<file path="src/rtl/cayde_pkg.sv">
// Shared widths and load funct3 encodings for the cayde writeback stage.
package cayde_pkg;

    localparam int unsigned XLEN       = 32;
    localparam int unsigned REG_ADDR_W = 5;

    typedef enum logic [2:0] {
        LB  = 3'b000,
        LH  = 3'b001,
        LW  = 3'b010,
        LBU = 3'b100,
        LHU = 3'b101
    } load_funct3_e;

endpackage

</file>
<file path="src/rtl/cayde_load_align.sv">
// Combinational load aligner: selects byte/halfword/word from the raw memory
// word, sign/zero extends it and flags misaligned or illegal loads.
module cayde_load_align
    import cayde_pkg::*;
#(
    parameter int unsigned XLEN = cayde_pkg::XLEN
) (
    input  logic [XLEN-1:0] data_in,
    input  logic [2:0]      funct3_in,
    input  logic [1:0]      addr_lo_in,
    output logic [XLEN-1:0] data_out,
    output logic            err_out
);

    logic [7:0]  byte_sel;
    logic [15:0] half_sel;

    always_comb begin
        case (addr_lo_in)
            2'd0:    byte_sel = data_in[7:0];
            2'd1:    byte_sel = data_in[15:8];
            2'd2:    byte_sel = data_in[23:16];
            default: byte_sel = data_in[31:24];
        endcase
        half_sel = addr_lo_in[1] ? data_in[31:16] : data_in[15:0];

        data_out = '0;
        err_out  = 1'b0;
        case (funct3_in)
            LB:  data_out = {{(XLEN-8){byte_sel[7]}}, byte_sel};
            LBU: data_out = {{(XLEN-8){1'b0}}, byte_sel};
            LH: begin
                if (addr_lo_in[0]) err_out = 1'b1;
                else               data_out = {{(XLEN-16){half_sel[15]}}, half_sel};
            end
            LHU: begin
                if (addr_lo_in[0]) err_out = 1'b1;
                else               data_out = {{(XLEN-16){1'b0}}, half_sel};
            end
            LW: begin
                if (addr_lo_in != 2'b00) err_out = 1'b1;
                else                     data_out = data_in;
            end
            default: err_out = 1'b1;
        endcase
    end

endmodule

</file>
<file path="src/rtl/cayde_writeback.sv">
// Writeback stage: LSU/ALU arbitration with anti-starvation, load alignment,
// pending-load scoreboard and registered register-file write port.
// Optional forwarding outputs are enabled by defining CAYDE_WB_BYPASS_EN.
module cayde_writeback
    import cayde_pkg::*;
#(
    parameter int unsigned XLEN         = cayde_pkg::XLEN,
    parameter int unsigned STARVE_LIMIT = 4
) (
    input  logic                  clk,
    input  logic                  rst,
    input  logic                  alu_valid_in,
    output logic                  alu_ready_out,
    input  logic [REG_ADDR_W-1:0] alu_rd_in,
    input  logic [XLEN-1:0]       alu_data_in,
    input  logic                  lsu_valid_in,
    output logic                  lsu_ready_out,
    input  logic [REG_ADDR_W-1:0] lsu_rd_in,
    input  logic [XLEN-1:0]       lsu_data_in,
    input  logic [2:0]            lsu_funct3_in,
    input  logic [1:0]            lsu_addr_lo_in,
    input  logic                  issue_valid_in,
    input  logic [REG_ADDR_W-1:0] issue_rd_in,
    input  logic [REG_ADDR_W-1:0] chk_rs1_in,
    input  logic [REG_ADDR_W-1:0] chk_rs2_in,
    output logic                  stall_out,
    output logic [REG_ADDR_W-1:0] waddr_out,
    output logic [XLEN-1:0]       wdata_out,
    output logic                  wen_out,
    output logic                  load_err_out,
`ifdef CAYDE_WB_BYPASS_EN
    output logic                  fwd1_hit_out,
    output logic                  fwd2_hit_out,
    output logic [XLEN-1:0]       fwd_data_out,
`endif
    output logic [31:0]           busy_out
);

    localparam int unsigned CNT_W = $clog2(STARVE_LIMIT + 1);

    logic [CNT_W-1:0]      starve_q, starve_d;
    logic                  wen_q, wen_d;
    logic [REG_ADDR_W-1:0] waddr_q, waddr_d;
    logic [XLEN-1:0]       wdata_q, wdata_d;
    logic                  load_err_q, load_err_d;
    logic [31:0]           busy_q, busy_d;

    logic            starve_hit;
    logic            alu_acc, lsu_acc;
    logic [XLEN-1:0] align_data;
    logic            align_err;
    logic            hit1, hit2;

    cayde_load_align #(
        .XLEN (XLEN)
    ) u_align (
        .data_in    (lsu_data_in),
        .funct3_in  (lsu_funct3_in),
        .addr_lo_in (lsu_addr_lo_in),
        .data_out   (align_data),
        .err_out    (align_err)
    );

    // Readies are forced low while reset is asserted.
    always_comb begin
        starve_hit    = (starve_q == CNT_W'(STARVE_LIMIT));
        alu_ready_out = rst & (starve_hit | ~lsu_valid_in);
        lsu_ready_out = rst & ~starve_hit;
        alu_acc       = alu_valid_in & alu_ready_out;
        lsu_acc       = lsu_valid_in & lsu_ready_out;
    end

    always_comb begin
        starve_d   = (!alu_valid_in || alu_acc) ? '0 : starve_q + CNT_W'(1);
        wen_d      = 1'b0;
        load_err_d = 1'b0;
        waddr_d    = waddr_q;
        wdata_d    = wdata_q;
        if (alu_acc) begin
            waddr_d = alu_rd_in;
            wdata_d = alu_data_in;
            wen_d   = (alu_rd_in != '0);
        end else if (lsu_acc) begin
            if (align_err) begin
                load_err_d = 1'b1;
            end else begin
                waddr_d = lsu_rd_in;
                wdata_d = align_data;
                wen_d   = (lsu_rd_in != '0);
            end
        end

        // Clear first so a same-cycle issue of the same rd wins.
        busy_d = busy_q;
        if (lsu_acc) busy_d[lsu_rd_in] = 1'b0;
        if (issue_valid_in && issue_rd_in != '0) busy_d[issue_rd_in] = 1'b1;
        busy_d[0] = 1'b0;
    end

    always_ff @(posedge clk or negedge rst) begin
        if (!rst) begin
            starve_q   <= '0;
            wen_q      <= 1'b0;
            waddr_q    <= '0;
            wdata_q    <= '0;
            load_err_q <= 1'b0;
            busy_q     <= '0;
        end else begin
            starve_q   <= starve_d;
            wen_q      <= wen_d;
            waddr_q    <= waddr_d;
            wdata_q    <= wdata_d;
            load_err_q <= load_err_d;
            busy_q     <= busy_d;
        end
    end

    always_comb begin
        hit1 = wen_q && (chk_rs1_in != '0) && (waddr_q == chk_rs1_in);
        hit2 = wen_q && (chk_rs2_in != '0) && (waddr_q == chk_rs2_in);
`ifdef CAYDE_WB_BYPASS_EN
        stall_out    = busy_q[chk_rs1_in] | busy_q[chk_rs2_in];
        fwd1_hit_out = hit1;
        fwd2_hit_out = hit2;
        fwd_data_out = wdata_q;
`else
        stall_out    = busy_q[chk_rs1_in] | busy_q[chk_rs2_in] | hit1 | hit2;
`endif
    end

    assign waddr_out    = waddr_q;
    assign wdata_out    = wdata_q;
    assign wen_out      = wen_q;
    assign load_err_out = load_err_q;
    assign busy_out     = busy_q;

endmodule

</file>
<file path="config.mk">
export PLATFORM = sky130hd
export DESIGN_NAME = cayde_writeback
export DESIGN_NICKNAME = d
export VERILOG_FILES = /design/src/rtl/cayde_pkg.sv /design/src/rtl/cayde_load_align.sv /design/src/rtl/cayde_writeback.sv
export SDC_FILE = /design/constraint.sdc
export NUM_CORES = 1
export LEC_CHECK = 0
export CAP_MARGIN = 20
export CORE_MARGIN = 5
export CORE_UTILIZATION = 44
export DETAILED_ROUTE_END_ITERATION = 6
export GPL_ROUTABILITY_DRIVEN = 0
export HOLD_SLACK_MARGIN = 0.08
export PLACE_DENSITY = 0.83
export SYNTH_ARGS = -nofsm -noshare
export SYNTH_HDL_FRONTEND = slang
export SYNTH_SLANG_ARGS = --single-unit
export TNS_END_PERCENT = 5
</file>
<file path="constraint.sdc">
create_clock -name clk -period 2.6 [get_ports clk]
set_clock_uncertainty 0.2 [all_clocks]
set_input_delay 0.39 -clock clk [delete_from_list [all_inputs] [get_ports clk]]
set_output_delay 0.39 -clock clk [all_outputs]
set_load 0.05 [all_outputs]
</file>
Yosys cells after proc, flatten, opt, wreduce, memory -nomap -nowiden
Index checks and enable logic that the tools add are counted.
- muxes and demuxes: 32
- equality and inequality tests: 10
- order comparisons: 6
- add/subtract/negate cells: 1
- reduce and logical (&&, ||, !) cells: 21
- bitwise operators: 13
- operator list (kind ; number):
    32-bit two-way mux ; 7
    32-bit case mux with 5 select lines ; 1
    32-bit bitwise AND ; 1
    16-bit two-way mux ; 2
    32-bit NOT ; 1
    32-bit bitwise OR ; 1
    5-bit nonzero test ; 5
    5-bit by 6-bit < comparator with 1-bit output, second input constant ; 4
    8-bit case mux with 3 select lines ; 1
    5-bit two-way mux ; 3
    1-bit two-way mux ; 12
    1-bit binary-select mux with 5-bit select ; 2
    1-bit demux with 5-bit select ; 2
    5-bit equality test ; 2
    5-bit by 1-bit greater-or-equal comparator with 1-bit output, second input constant ; 2
    3-bit equality test, second input constant ; 3
    1-bit logical AND ; 7
    1-bit bitwise AND ; 4
    1-bit bitwise OR ; 4
    2-bit nonzero test ; 2
    2-bit OR reduction ; 2
    3-bit by 1-bit adder with 3-bit output, second input constant ; 1
    3-bit by 1-bit equality test with 1-bit output, second input constant ; 1
    3-bit by 2-bit equality test with 1-bit output, second input constant ; 1
    11 further kinds ; 12
- register bits after elaboration: 73
- word-level logic and storage cells: 89

Longest topological paths before layout
Gate-level depths: netlist (run 1).
- word-level depth: 9
- mapped depth: 9
- gate-level depth less buffers: 7

By module
Synthesis (run 1) repeated with hierarchy kept, for this count alone.
- cell total of the unflattened synthesis: 519
- area total of the unflattened synthesis: 4819.6 um^2
- modules (own cells, without submodules) (module ; area each (um^2) ; sequential area each (um^2) ; cells an instance ; times used):
    cayde_writeback ; 3901.2 ; 1826.8 ; 378 ; 1
    cayde_load_align ; 918.4 ; 0.0 ; 141 ; 1

Worst setup path after synthesis (run 1)
Ideal clock, no wire load.
- kind: input-to-output
- from: in chk_rs2_in[0]
- to: out stall_out
- stages on the path: 6
- setup slack: -30 ps
- arrival time: 2040 ps
- cell sequence: clkbuf_1 mux4_2 mux2i_1 mux2i_1 o22ai_1 nand4_1
- cells in the longest elaborated chain, start to end: 5
- elaborated cells between the ends (all ways): 9
- classes of those cells: eq/ne (1); mux (2); bitwise (3); reduce/logical (3)
- ends and longest elaborated chain (what ; line ; source):
    start: declaration ; cayde_writeback.sv:25 ; input logic [REG_ADDR_W-1:0] chk_rs2_in,
    1-bit binary-select mux with 5-bit select ; cayde_writeback.sv:127 ; stall_out = busy_q[chk_rs1_in] | busy_q[chk_rs2_in] | hit1 | hit2;
    1-bit two-way mux (implied by the code) ; cayde_writeback.sv:127 ;
    1-bit bitwise OR (2 in a row) ; cayde_writeback.sv:127 ;
    1-bit bitwise OR * ; cayde_writeback.sv:127 ;
    end: declaration ; cayde_writeback.sv:26 ; output logic stall_out,
Mark *: on every way between the ends. The rest lies on a longest branch, timed or not. The select of a mux whose other input is x is not followed.

Worst setup path in the final report (run 1)
- from: reg busy_q[19] (netlist: busy_out[19])
- to: out stall_out
- cells in the longest elaborated chain, start to end: 5
- elaborated cells between the ends (all ways): 7
- classes of those cells: mux (4); bitwise (3)
- ends and longest elaborated chain (what ; line ; source):
    start: declaration ; cayde_writeback.sv:46 ; logic [31:0] busy_q, busy_d;
    start signal: assignment ; cayde_writeback.sv:114 ; busy_q <= busy_d;
    1-bit binary-select mux with 5-bit select ; cayde_writeback.sv:127 ;
    1-bit two-way mux (implied by the code) ; cayde_writeback.sv:127 ;
    1-bit bitwise OR * (3 in a row) ; cayde_writeback.sv:127 ;
Marked as above.

==> qor.yml, run 1 <==
placement:
  hpwl_mm: 12.18
  io_buffers: 171
  placedCellCount: 745
synthesis:
  synth_area_sq_mm: 0.004320
  synth.avg_cell_area_sq_um: 9.537
  ys_top_cells_by_area: "dfrtp_1 42%, o21ai_0 10%, mux4_2 7.8%, a22oi_1 6.8%, a21oi_1 2.9%"
  ys_seq_elements: 73
  synth_ff_type: "dfrtp_1"
  synth_top_cell_by_area: "dfrtp_1"
  synthCells: 453
  seq_area_frac_synth_pct: 42.28
  ys_async_sr_fraction_pct: 100.0
  synth_edf_count: 0
  ys_types: 55
  synth_top_area_share_pct: 42.28
  synth_nets: 554
  yosysWarnings: 0
clocking:
  clk_pin_slew_worst_paths_ps: 90
  root_buffer: "clkbuf_8"
  clk-insertion-delay-late_ps: 350
  numCtsBuffers: 9
  cts_buffer_depth: 2
  cts_tree: "yes"
  clkSinkCount: 73
  h-tree-depth: 3
worst_setup_path:
  end_kind: "primary output"
  r2r_slack_ps: 280
  path_buf_inv: 1
  critPathMaxStageDelay_ps: 490
  worstPathRequired_ps: 2010
  timing.rr.end: "busy_out[23]"
  critPathMaxFanout: 4
  slowest_stage: "mux4_2"
  rr_startpoint: "starve_q[0]"
  rr_worst_depth: 7
  crit_type: "reg2out"
  crit_path_start_kind: "flip-flop"
  path_cells: "mux4_2, mux2_4, o211ai_1, nand4_1, buf_6"
  cp_top_family: "multiplexers"
  arrival_ps: 2060
floorplanning:
  initial_core_util_pct: 44.61
  die_x_um: 109.1
  rows: 36
  die-area_sq_mm: 0.01190
  core-area_sq_mm: 0.009684
  die_height_um: 109.1
  pin_count: 173
timing:
  tightest_slew_ps: 706.0
  finalCriticalPeriod_ps: 2648
  finalSetupViolCount: 1
  rsz0062_at_grt: "true"
  timing.final.ws_setup_ps: -47.56
  holdWs_ps: 277.9
  slew_violations: 0
  hold_viol: 0
  fin_crit_sh_pct: 101.8
  relSlewSlack_pct: 52.93
  fmax_mhz: 377.7
final_layout:
  nFillCells: 747
  multi_input_area_sq_mm: 0.002282
  final-seq-area_sq_mm: 0.001827
  nets: 725
  utilization_pct: 66.28
  diodes: 0
  final_cell_mix: "161 x clkdlybuf4s50_1, 89 x o21ai_0, 73 x dfrtp_1, 39 x a22oi_1"
  instances_no_fill: 762
  syn_to_final_growth_pct: 48.57
  drive_gt1_share_pct: 10.97
  mostFrequentLayoutCell: "clkdlybuf4s50_1"
hold_path:
  whs_endpoint: "starve_q[0]"
  worstHoldStart: "starve_q[0]"
  hp-class: "reg2reg"
  whs_path_depth: 1
outcome:
  violations: "negative setup slack"
  status: "finished with violations"
routing:
  route.vias.total: 4750
  dr.first_iter.drc_count: 419
  wl_mm: 15.77
  wire_per_inst_um: 20.70
  antenna_left: 0
  via_per_inst: 6.234
  drc: 0
  dr.pass1.iters: 7
power:
  p_per_area_mw_per_mm2: 708.9
  ir_drop_uv: 350.9
  power.leakage_uw: 0.002502
global_route:
  grt_usage_pct: 26.62
  grt_pass1_wl_mm: 24.79
  antenna_found_initial: 0
  grt_max_degree: 57
  grt_pass1_vias: 4902
  overflow: 0
flow_run:
  drv_cap: 0
-- registers in the layout (all words and copies together) (netlist names) --
register and count:
wen_out 1, waddr_out 5, busy_out 31, starve_q 3, wdata_out 32, load_err_out 1
-- worst max-delay path by stage --
stage	from	cells past startpoint	endpoint	slack, ps
finish	busy_out[19]	5	stall_out	-50
global placement	chk_rs1_in[0]	7	stall_out	-250
global route	busy_out[19]	5	stall_out	-120
detailed placement	chk_rs1_in[0]	7	stall_out	-290
floorplan	busy_out[23]	4	stall_out	30
CTS	busy_out[19]	5	stall_out	-80
-- metal layers --
layer  share of wire [%]  vias up  global-route usage [%]
li1                    -     2064                       -
met1                  37     2238                   33.22
met2                  47      384                   42.85
met3                  12       64                   7.578
met4                 3.6        0                   11.99
met5                   0        -                       0
-- area by class of cell --
| class | count | share of cell area [%] |
|---|---|---|
| clock buffer | 9 | 1.930 |
| clock inverter | 7 | 0.8382 |
| inverter | 11 | 0.6433 |
| multi-input combinational | 333 | 35.56 |
| sequential | 73 | 28.46 |
| tap | 133 | 2.593 |
| timing repair buffer | 196 | 29.98 |
-- where the power goes --
part | total, uW | internal [uW] | switching [uW] | leakage, uW
registers | 1590 | 1360 | 234 | 0.000900
logic | 2130 | 825 | 1310 | 0.00152
clock network | 827 | 352 | 475 | 0.0000822
-- cell usage after synthesis (all sizes together) (4+ instances only) --
cell type  number
nor3            6
mux2i           6
nor3b           5
nand3           7
nor2           25
a22oi          39
xor2            6
inv            11
clkbuf         21
nand2          16
o2bb2ai         5
dfrtp          73
a21oi          27
mux4           15
buf            15
o22ai          13
nand3b         11
nor2b           4
o21ai         100
a22o            6
-- logic make-up (layout without fill, tap and decap cells) --
logic type	count (synthesis)	after routing	share of synthesized area (%)
fa+ha+maj	2	2	0.5791
buf+inv	47	223	5.010
mux	24	24	9.991
flops	73	73	42.28
simple gates	90	90	11.03
other cells	1	1	0.08680
compound gates	207	207	29.19
xor+xnor	9	9	1.825
-- worst reg2reg max path, cell delays in order, from the launching register on --
cell and delay [ps]:
dfrtp_1 380, inv_1 60, ha_1 200, a21boi_1 340, and2_1 270, nand3_1 310
o21ai_0 300, o21ai_0 130
-- through the flow --
| stage | power [uW] | instance area [sq um] | setup TNS, ps | setup slack (ps) |
|---|---|---|---|---|
| 6_report | 4550 | 6419 | -47.56 | -47.56 |
| 5_1_grt | 4736 | 6419 | -124.1 | -124.1 |
| 4_1_cts | 4551 | 6417 | -82.99 | -82.99 |
| 3_5_place_dp | 3718 | 6218 | -294.8 | -294.8 |
| 3_3_place_gp | 3671 | 6218 | -254.2 | -254.2 |
| 2_1_floorplan | 2841 | 4322 | 0 | 28.62 |
-- timing repair --
action	CTS	global route
resized for setup	11	1
hold buffers	1	0
setup buffers	0	0
pin swaps	3	1
setup endpoints to repair	1	1
endpoints found under the hold margin	17	0
No activity file was read; power rests on OpenSTA's default activity.
==> run 2: changes to the inputs <==
Settings changed: SLEW_MARGIN from default to 20.
==> results of run 2 <==
Final layout, timing and power as in run 1 (identical DEF).
